**config.mk**
```make
export PLATFORM = sky130hd
export DESIGN_NAME = alu_exec_unit
export DESIGN_NICKNAME = d
export VERILOG_FILES = /design/src/rtl/alu_pkg.sv /design/src/rtl/alu_exec_unit_mul_iter.sv /design/src/rtl/alu_exec_unit.sv
export SDC_FILE = /design/constraint.sdc
export NUM_CORES = 1
export LEC_CHECK = 0
export CORE_UTILIZATION = 45
export CTS_CLUSTER_DIAMETER = 50
export DETAILED_ROUTE_END_ITERATION = 12
export GPL_TIMING_DRIVEN = 1
export PLACE_DENSITY = 0.74
export SETUP_SLACK_MARGIN = 0.4
export SKIP_LAST_GASP = 1
export SLEW_MARGIN = 20
export SYNTH_ARGS = -nofsm -noshare
export SYNTH_HDL_FRONTEND = slang
export SYNTH_HIERARCHICAL = 1
export SYNTH_SLANG_ARGS = --single-unit
```
**constraint.sdc**
```tcl
create_clock -name clk -period 4.5 [get_ports clk]
set_input_delay 0.45 -clock clk [delete_from_list [all_inputs] [get_ports clk]]
set_output_delay 0.45 -clock clk [all_outputs]
set_load 0.02 [all_outputs]
```
**src/rtl/alu_pkg.sv**
```systemverilog
// Shared ALU definitions: operation encodings from the ALU decoder and the
// execution unit state type.
package alu_pkg;

  localparam logic [2:0] ALU_AND = 3'b000;
  localparam logic [2:0] ALU_OR  = 3'b001;
  localparam logic [2:0] ALU_ADD = 3'b010;
  localparam logic [2:0] ALU_SUB = 3'b100;
  localparam logic [2:0] ALU_MUL = 3'b101;
  localparam logic [2:0] ALU_SLT = 3'b110;

  typedef enum logic {
    IDLE = 1'b0,
    MUL  = 1'b1
  } state_t;

endpackage

```
**src/rtl/alu_exec_unit_mul_iter.sv**
```systemverilog
// Iterative shift-add multiplier datapath: one partial-product step per cycle,
// low WIDTH bits of the product only.
module alu_mul_iter #(
  parameter int WIDTH = 32
) (
  input  logic             clk,
  input  logic             rst,
  input  logic             start,
  input  logic             step,
  input  logic [WIDTH-1:0] a,
  input  logic [WIDTH-1:0] b,
  output logic             last,
  output logic [WIDTH-1:0] product
);

  localparam int CW = (WIDTH > 1) ? $clog2(WIDTH) : 1;

  logic [WIDTH-1:0] multiplicand;
  logic [WIDTH-1:0] multiplier;
  logic [WIDTH-1:0] acc;
  logic [CW-1:0]    count;
  logic [WIDTH-1:0] acc_next;

  // product exposes the accumulator including the current step so the FSM can
  // register the final value on the same edge that performs the last step
  assign acc_next = acc + (multiplier[0] ? multiplicand : '0);
  assign product  = acc_next;
  assign last     = (count == CW'(WIDTH - 1));

  always_ff @(posedge clk) begin
    if (rst) begin
      multiplicand <= '0;
      multiplier   <= '0;
      acc          <= '0;
      count        <= '0;
    end else if (start) begin
      multiplicand <= a;
      multiplier   <= b;
      acc          <= '0;
      count        <= '0;
    end else if (step) begin
      acc          <= acc_next;
      multiplicand <= multiplicand << 1;
      multiplier   <= multiplier >> 1;
      count        <= count + 1'b1;
    end
  end

endmodule

```
**src/rtl/alu_exec_unit.sv**
```systemverilog
// ALU execution unit: single-cycle logic/arithmetic ops and a WIDTH-cycle
// iterative multiply, with registered result, Zero flag and done pulse.
module alu_exec_unit #(
  parameter int WIDTH = 32
) (
  input  logic             clk,
  input  logic             rst,
  input  logic             start,
  input  logic [2:0]       ALUcontrol,
  input  logic [WIDTH-1:0] SrcA,
  input  logic [WIDTH-1:0] SrcB,
  output logic             busy,
  output logic             done,
  output logic [WIDTH-1:0] ALUResult,
  output logic             Zero
);

  import alu_pkg::*;

  state_t           state;
  logic [WIDTH-1:0] alu_value;
  logic             mul_start;
  logic             mul_step;
  logic             mul_last;
  logic [WIDTH-1:0] mul_product;

  always_comb begin
    alu_value = '0;
    case (ALUcontrol)
      ALU_AND: alu_value = SrcA & SrcB;
      ALU_OR:  alu_value = SrcA | SrcB;
      ALU_ADD: alu_value = SrcA + SrcB;
      ALU_SUB: alu_value = SrcA - SrcB;
      ALU_SLT: alu_value = {{(WIDTH-1){1'b0}}, ($signed(SrcA) < $signed(SrcB))};
      default: alu_value = '0;
    endcase
  end

  assign busy      = (state == MUL);
  assign mul_start = (state == IDLE) && start && (ALUcontrol == ALU_MUL);
  assign mul_step  = (state == MUL);

  alu_mul_iter #(
    .WIDTH(WIDTH)
  ) u_mul (
    .clk     (clk),
    .rst     (rst),
    .start   (mul_start),
    .step    (mul_step),
    .a       (SrcA),
    .b       (SrcB),
    .last    (mul_last),
    .product (mul_product)
  );

  always_ff @(posedge clk) begin
    if (rst) begin
      state     <= IDLE;
      done      <= 1'b0;
      ALUResult <= '0;
      Zero      <= 1'b1;
    end else begin
      done <= 1'b0;
      case (state)
        IDLE: begin
          if (start) begin
            if (ALUcontrol == ALU_MUL) begin
              state <= MUL;
            end else begin
              ALUResult <= alu_value;
              Zero      <= (alu_value == '0);
              done      <= 1'b1;
            end
          end
        end
        MUL: begin
          if (mul_last) begin
            ALUResult <= mul_product;
            Zero      <= (mul_product == '0);
            done      <= 1'b1;
            state     <= IDLE;
          end
        end
        default: state <= IDLE;
      endcase
    end
  end

endmodule

```
==> impl_metrics.ini, run 1 <==
[synthesis]
syn_area_um2 = 13000
synth_edf_count = 0
synth-compound-area-share_pct = 26.0
synth_mux_area_share_pct = 8.11
synthTopCellsByArea = dfxtp_1, ha_1, mux2i_1
ys_seq_elements = 136
yosysTopAreaCell = dfxtp_1
syn-num-nets = 1978
synth-seq-area-share_pct = 21.0
synth_fa_ha_area_share_pct = 13.2
synth_xor_area_share_pct = 2.73
synthSimpleGateAreaFrac_pct = 22.2
synth-async-reset-ratio_pct = 0
postSynthAreaPerCell_um2 = 7.33
ys.flop_type = dfxtp_1
ys_types = 89
synth_cells = 1773
yosysWarnings = 6
synth_top_family_by_area = compound AO/OA/AOI/OAI gates
synth_top_area_share_pct = 21.0

[floorplanning]
io_pins = 105
dieHeight_um = 172
dieWidth_um = 172
dieArea_um2 = 29600
placementRows = 61
core_um2 = 28100
floorplan.initialDensity_pct = 46.3

[cts]
cts-root-buf = clkbuf_16
hold_buffers = 0
htree_levels = 4
cts-buffers-inserted = 17
cts_buffer_depth = 2
cts_tree = done
clock-sinks = 136
clk_pin_slew_ps = 80
clk_latency_ps = 440

[drt]
ant_nets = 0
drc = 0
dr_total_vias = 14700
wire_per_inst_um = 19.2
drtIter0Drc = 1411
vias_per_cell = 5.77
drt-total-wl_um = 49000
firstDrtPassIters = 8

[final_layout]
final_nets = 2366
fillers = 2549
drive_above_1_share_pct = 23.6
syn_to_final_growth_pct = 38.3

[power]
pwr-share-seq_pct = 30.0
power_leakage_nw = 8.07
ir_worst_vdd_v = 0.000258
p_switching_mw = 1.53
pwr-share-clk_pct = 34.8
comb_power_share_pct = 35.2
internal_power_mw = 2.70
powerDensity_nw_per_um2 = 235
switching_share_pct = 36.2

[worst_hold_path]
hp-class = reg2reg

[grt]
grt_pass1_wl_um = 75500
grt_usage_pct = 33.3
grt_max_degree = 94
grt_antenna_before_repair = 1
grt_pass1_vias = 14200
grt-ovfl-total = 0

[critical_path]
cp_cell_sequence = dlygate4sd2_1 > buf_12 > ha_4 > inv_2 > fa_2 > nand2b_4 > a211oi_4 > nor2_2 > o21ai_2 > a31oi_1 > xnor2_1 > a22o_1 > or4_1 > or4b_1 > or4_1 > or4_1 > o41ai_2
cp_slowest_cell = or4_1
cp.arrival_ps = 4790
worst_path_most_repeated_cell = or4_1
worst-path-buf-inv = 3
reg2reg_slack_ps = 110
path_class = in2reg
start_kind = primary input
cp_top_family = simple AND/OR/NAND/NOR gates
cp_data_required_time_ps = 4850
cpPeakStageDelay_ps = 520
crit_path_end_kind = register
cp_max_fo = 3

[sta]
layout_setup_ws_ps = 57.1
rsz0062_at_grt = yes
fin_crit_sh_pct = 98.7
maxSlewHeadroom_pct = 37.4
worst_pin_slew_ps = 938
whs_ps = 454
slew_viol_final = 0
min_period_ps = 4440
hold_viol = 0
fmax_ghz = 0.225
fin_worst_skew_ps = 15.8
setup_viol = 0
fin_tns_setup_ps = 0

[placed_design]
hpwl_um = 38600
place_ws_ps = -946
place_congestion = 1.03
port_buffers = 104

[job]
max-cap-violations = 0

[outcome]
outcome = finished, final reports clean
## worst reg2reg max path, stage by stage, from the launching register on
cell      delay (ps)
dfxtp_1          330
buf_12           150
and2_1           150
ha_1             210
fa_1             450
a21o_1           240
a221oi_4         310
a211oi_2         160
or2_4            290
a21oi_4          200
o21ai_2          150
a31oi_2          260
xnor2_1          200
nor4_1            90
buf_4            150
nand4_1          110
nor3_2            70
nand4_1          110
nor2_1            60
a211oi_1         410
o41ai_2          150
## routing by layer
layer	part of all wire [%]	track usage, %	vias to the layer above
met5	0	0	-
met4	4.5	15.6	0
met3	6.9	5.36	130
met2	46	54.8	596
met1	43	42.3	6891
li1	-	-	7126
## synthesized netlist by cell type, drive strengths merged (7+ instances only)
library cell and count:
nor2b 11, a22oi 8, nand3 33, a211oi 17, nand2b 15, inv 114, a31oi 19, or3 10
o21bai 16, nor4 23, or2 8, buf 34, a221oi 13, nand3b 7, o31ai 16, and2 40
o311ai 10, mux2i 103, o21ai 75, ha 132, o211ai 18, nor3 27, clkbuf 78, xnor2 23
and3 12, nand2 124, nand4 24, a221o 7, o221ai 10, a21o 33, dfxtp 136, nor2 261
xor2 15, o22ai 13, a21oi 200, o21a 10
## placed cells by master, fill, tap and decap left out, drive strengths merged, types with 33 or more instances in the layout
cell,instances
dfxtp,136
nand3,33
buf,378
o21ai,75
mux2i,103
a21o,33
nand2,124
clkdlybuf4s50,95
nor2,261
ha,132
inv,122
a21oi,200
and2,40
## power by group through the flow
stage | combinational, mW | sequential [mW] | clock, mW
after detailed placement | 1.40 | 1.30 | 0
final | 1.49 | 1.27 | 1.47
after global placement | 1.39 | 1.29 | 0
after global routing | 1.59 | 1.27 | 1.54
after CTS | 1.45 | 1.27 | 1.48
after floorplan | 0.670 | 1.32 | 0
## cell families (layout without fill, tap and decap cells)
kind of cell	after synthesis	in the layout
AO/OA/AOI/OAI	516	516
XOR/XNOR	39	39
adder cells (fa/ha/maj)	135	135
buffers and inverters	226	627
flip-flops	136	136
multiplexers	105	105
other	0	1
AND/OR/NAND/NOR	616	616
## per-stage QoR
stage	utilization, %	std cells	power [mW]	cell area [um2]
2_1_floorplan	-	1773	1.99	13100
3_3_place_gp	60.5	2517	2.68	17000
3_5_place_dp	60.5	2517	2.70	17000
4_1_cts	63.8	2552	4.20	17900
5_1_grt	64.0	2552	4.40	18000
6_report	64.0	2553	4.23	18000
## final cells by class
| cell class | instances | area, um2 | area share (%) |
|---|---|---|---|
| Sequential cell | 136 | 2730 | 15.2 |
| Tap cell | 378 | 473 | 2.63 |
| Clock inverter | 14 | 149 | 0.829 |
| Timing Repair Buffer | 481 | 3880 | 21.6 |
| Multi-Input combinational cell | 1411 | 9840 | 54.8 |
| Clock buffer | 18 | 450 | 2.51 |
| Antenna cell | 1 | 2.50 | 0.0139 |
| Inverter | 114 | 444 | 2.47 |
## repair_timing
action,4_1_cts,5_1_grt
buffers inserted,3,0
pin swaps,22,4
setup endpoints to repair,6,6
gates resized for setup,63,16
## final timing paths
path | from | to | depth (start not counted)
worst max-delay path | SrcA[0] | Zero$_SDFFE_PP1P_ | 17
worst min-delay path | ALUResult[21]$_SDFFE_PP0P_ | ALUResult[21]$_SDFFE_PP0P_ | 2
worst max register to register | u_mul/multiplier[0]$_SDFFE_PP0P_ | Zero$_SDFFE_PP1P_ | 20
worst min register to register | ALUResult[21]$_SDFFE_PP0P_ | ALUResult[21]$_SDFFE_PP0P_ | 2
## flip-flops by register name, indices dropped and copies added (netlist names)
| register | cells |
|---|---|
| ALUResult | 32 |
| Zero | 1 |
| busy | 1 |
| done | 1 |
| u_mul/acc | 32 |
| u_mul/count | 5 |
| u_mul/multiplicand | 32 |
| u_mul/multiplier | 32 |
(Power assumes the default switching activity.)
==> run 2: changes to the inputs <==
MAX_ROUTING_LAYER = met4   (was unset)
PLACE_DENSITY = 0.71   (was 0.74)
clock period = 5.4 ns   (was 4.5 ns; I/O delays follow)
==> impl_metrics.ini, run 2 (same netlist as run 1, synthesis figures left out) <==
[outcome]
outcome = finished, final reports clean

[floorplanning]
floorplan.initialDensity_pct = 46.3
io_pins = 105
placementRows = 61
core_um2 = 28100
dieHeight_um = 172
dieArea_um2 = 29600
dieWidth_um = 172

[placed_design]
hpwl_um = 37100
port_buffers = 104
post_dp_cell_area_um2 = 15300
place_congestion = 0.976

[cts]
clock-sinks = 136
cts-root-buf = clkbuf_16
cts_tree = done
cts-buffers-inserted = 17
hold_buffers = 0
cts_buffer_depth = 2
clk_pin_slew_ps = 70
clk_latency_ps = 440
htree_levels = 4

[drt]
top_layer_used = met4
firstDrtPassIters = 6
vias_per_cell = 5.91
met1Wirelength_um = 21900
wl_met3_um = 2840
drc = 0
drtIter0Drc = 1316
wire_per_inst_um = 20.3
drt-total-wl_um = 47900
ant_nets = 0
dr_total_vias = 13900
wl_met2_um = 21700

[grt]
grt-ovfl-total = 0
grt_antenna_before_repair = 0
grt_usage_pct = 33.3
grt_max_degree = 70
grt_pass1_vias = 13100
grt_pass1_wl_um = 73000

[sta]
worst_pin_slew_ps = 1220
setup_viol = 0
fin_crit_sh_pct = 90.1
fin_worst_skew_ps = 8.67
maxSlewHeadroom_pct = 18.3
min_period_ps = 4870
fmax_ghz = 0.205
hold_viol = 0
slew_viol_final = 0
rsz0062_at_grt = no

[final_layout]
final_nets = 2169
final_cell_mix = nor2_1, a21oi_1, buf_4
layout_commonest_cell = nor2_1
finish.instance_area_um2 = 16300
diodes = 0
drive_above_1_share_pct = 14.7
syn_to_final_growth_pct = 25.1

[critical_path]
cp_max_fo = 5
cp.arrival_ps = 5210
path_class = in2reg
crit_path_end_kind = register
start_kind = primary input
cp_data_required_time_ps = 5750

[worst_hold_path]
hp-class = in2reg

[power]
ir_worst_vdd_v = 0.000255
powerDensity_nw_per_um2 = 207
total_power_mw = 3.37
power_leakage_nw = 7.09

[job]
max-cap-violations = 0
-- run 2: changes by cell type in the layout (fill, tap and decap cells not counted), sizes merged --
cell           previous run  this run
buf                     378       181
dlymetal6s2s              0         4
dlygate4sd2               5         2
clkbuf                   19        17
clkdlybuf4s15             2         0
clkdlybuf4s50            95        97
bufinv                    0         1
diode                     1         0
-- run 2: path summary, 6_finish.rpt --
check                                    from                               end  slack, ps  cells past startpoint
max reg2reg  u_mul/multiplier[0]$_SDFFE_PP0P_                 Zero$_SDFFE_PP1P_        630                     17
max                                   SrcB[9]                 Zero$_SDFFE_PP1P_        530                     17
min reg2reg        ALUResult[30]$_SDFFE_PP0P_        ALUResult[30]$_SDFFE_PP0P_        460                      2
min                                   SrcB[6]  u_mul/multiplier[6]$_SDFFE_PP0P_        450                      3
-- run 2: layout make-up --
class	count	area, um2
fill	2737	11800
multi-input combinational	1411	9640
sequential	136	2730
timing repair buffer	284	2400
tap	378	473
inverter	114	428
clock buffer	17	425
clock inverter	15	161
-- run 2: where the power goes --
part | internal (mW) | switching (mW) | leakage [nW]
registers | 1.04 | 0.0264 | 1.10
logic | 0.468 | 0.634 | 5.70
clock network | 0.655 | 0.546 | 0.285
total | 2.16 | 1.21 | 7.09
-- run 2: timing repair --
action | in CTS | in global routing
pin swaps | 2 | 14
gates resized for setup | 8 | 45
buffers inserted | 2 | 7
hold endpoints to repair | 0 | 0
setup endpoints to repair | 1 | 1
-- run 2: per-stage QoR --
| stage | TNS [ps] | std cells | hold slack [ps] | worst slack, ps | util (%) |
|---|---|---|---|---|---|
| 6_report | 0 | 2355 | 451 | 532 | 57.9 |
| 5_1_grt | 0 | 2355 | 483 | 402 | 57.9 |
| 4_1_cts | 0 | 2348 | 455 | 403 | 56.8 |
| 3_5_place_dp | -257 | 2314 | 448 | -257 | 54.6 |
| 3_3_place_gp | -72.8 | 2314 | 445 | -72.8 | 54.6 |
| 2_1_floorplan | 0 | 1773 | 450 | 745 | - |
-- run 2: routing by layer --
layer  up-vias  track usage [%]
met5         -                -
met4         0             11.5
met3        88             3.96
met2       550             51.7
met1      6574             44.4
li1       6706                -
-- run 2: critical path, stage by stage --
cell and delay [ps]:
clkdlybuf4s50_1 470, inv_1 80, ha_4 290, inv_1 100, buf_4 160, nor4_1 260
buf_4 170, o21ai_1 70, a31oi_1 240, nand3b_1 150, o2111a_1 220, o32ai_2 90
or4_1 490, or4b_1 530, or4_1 510, or4_4 490, o41ai_2 340
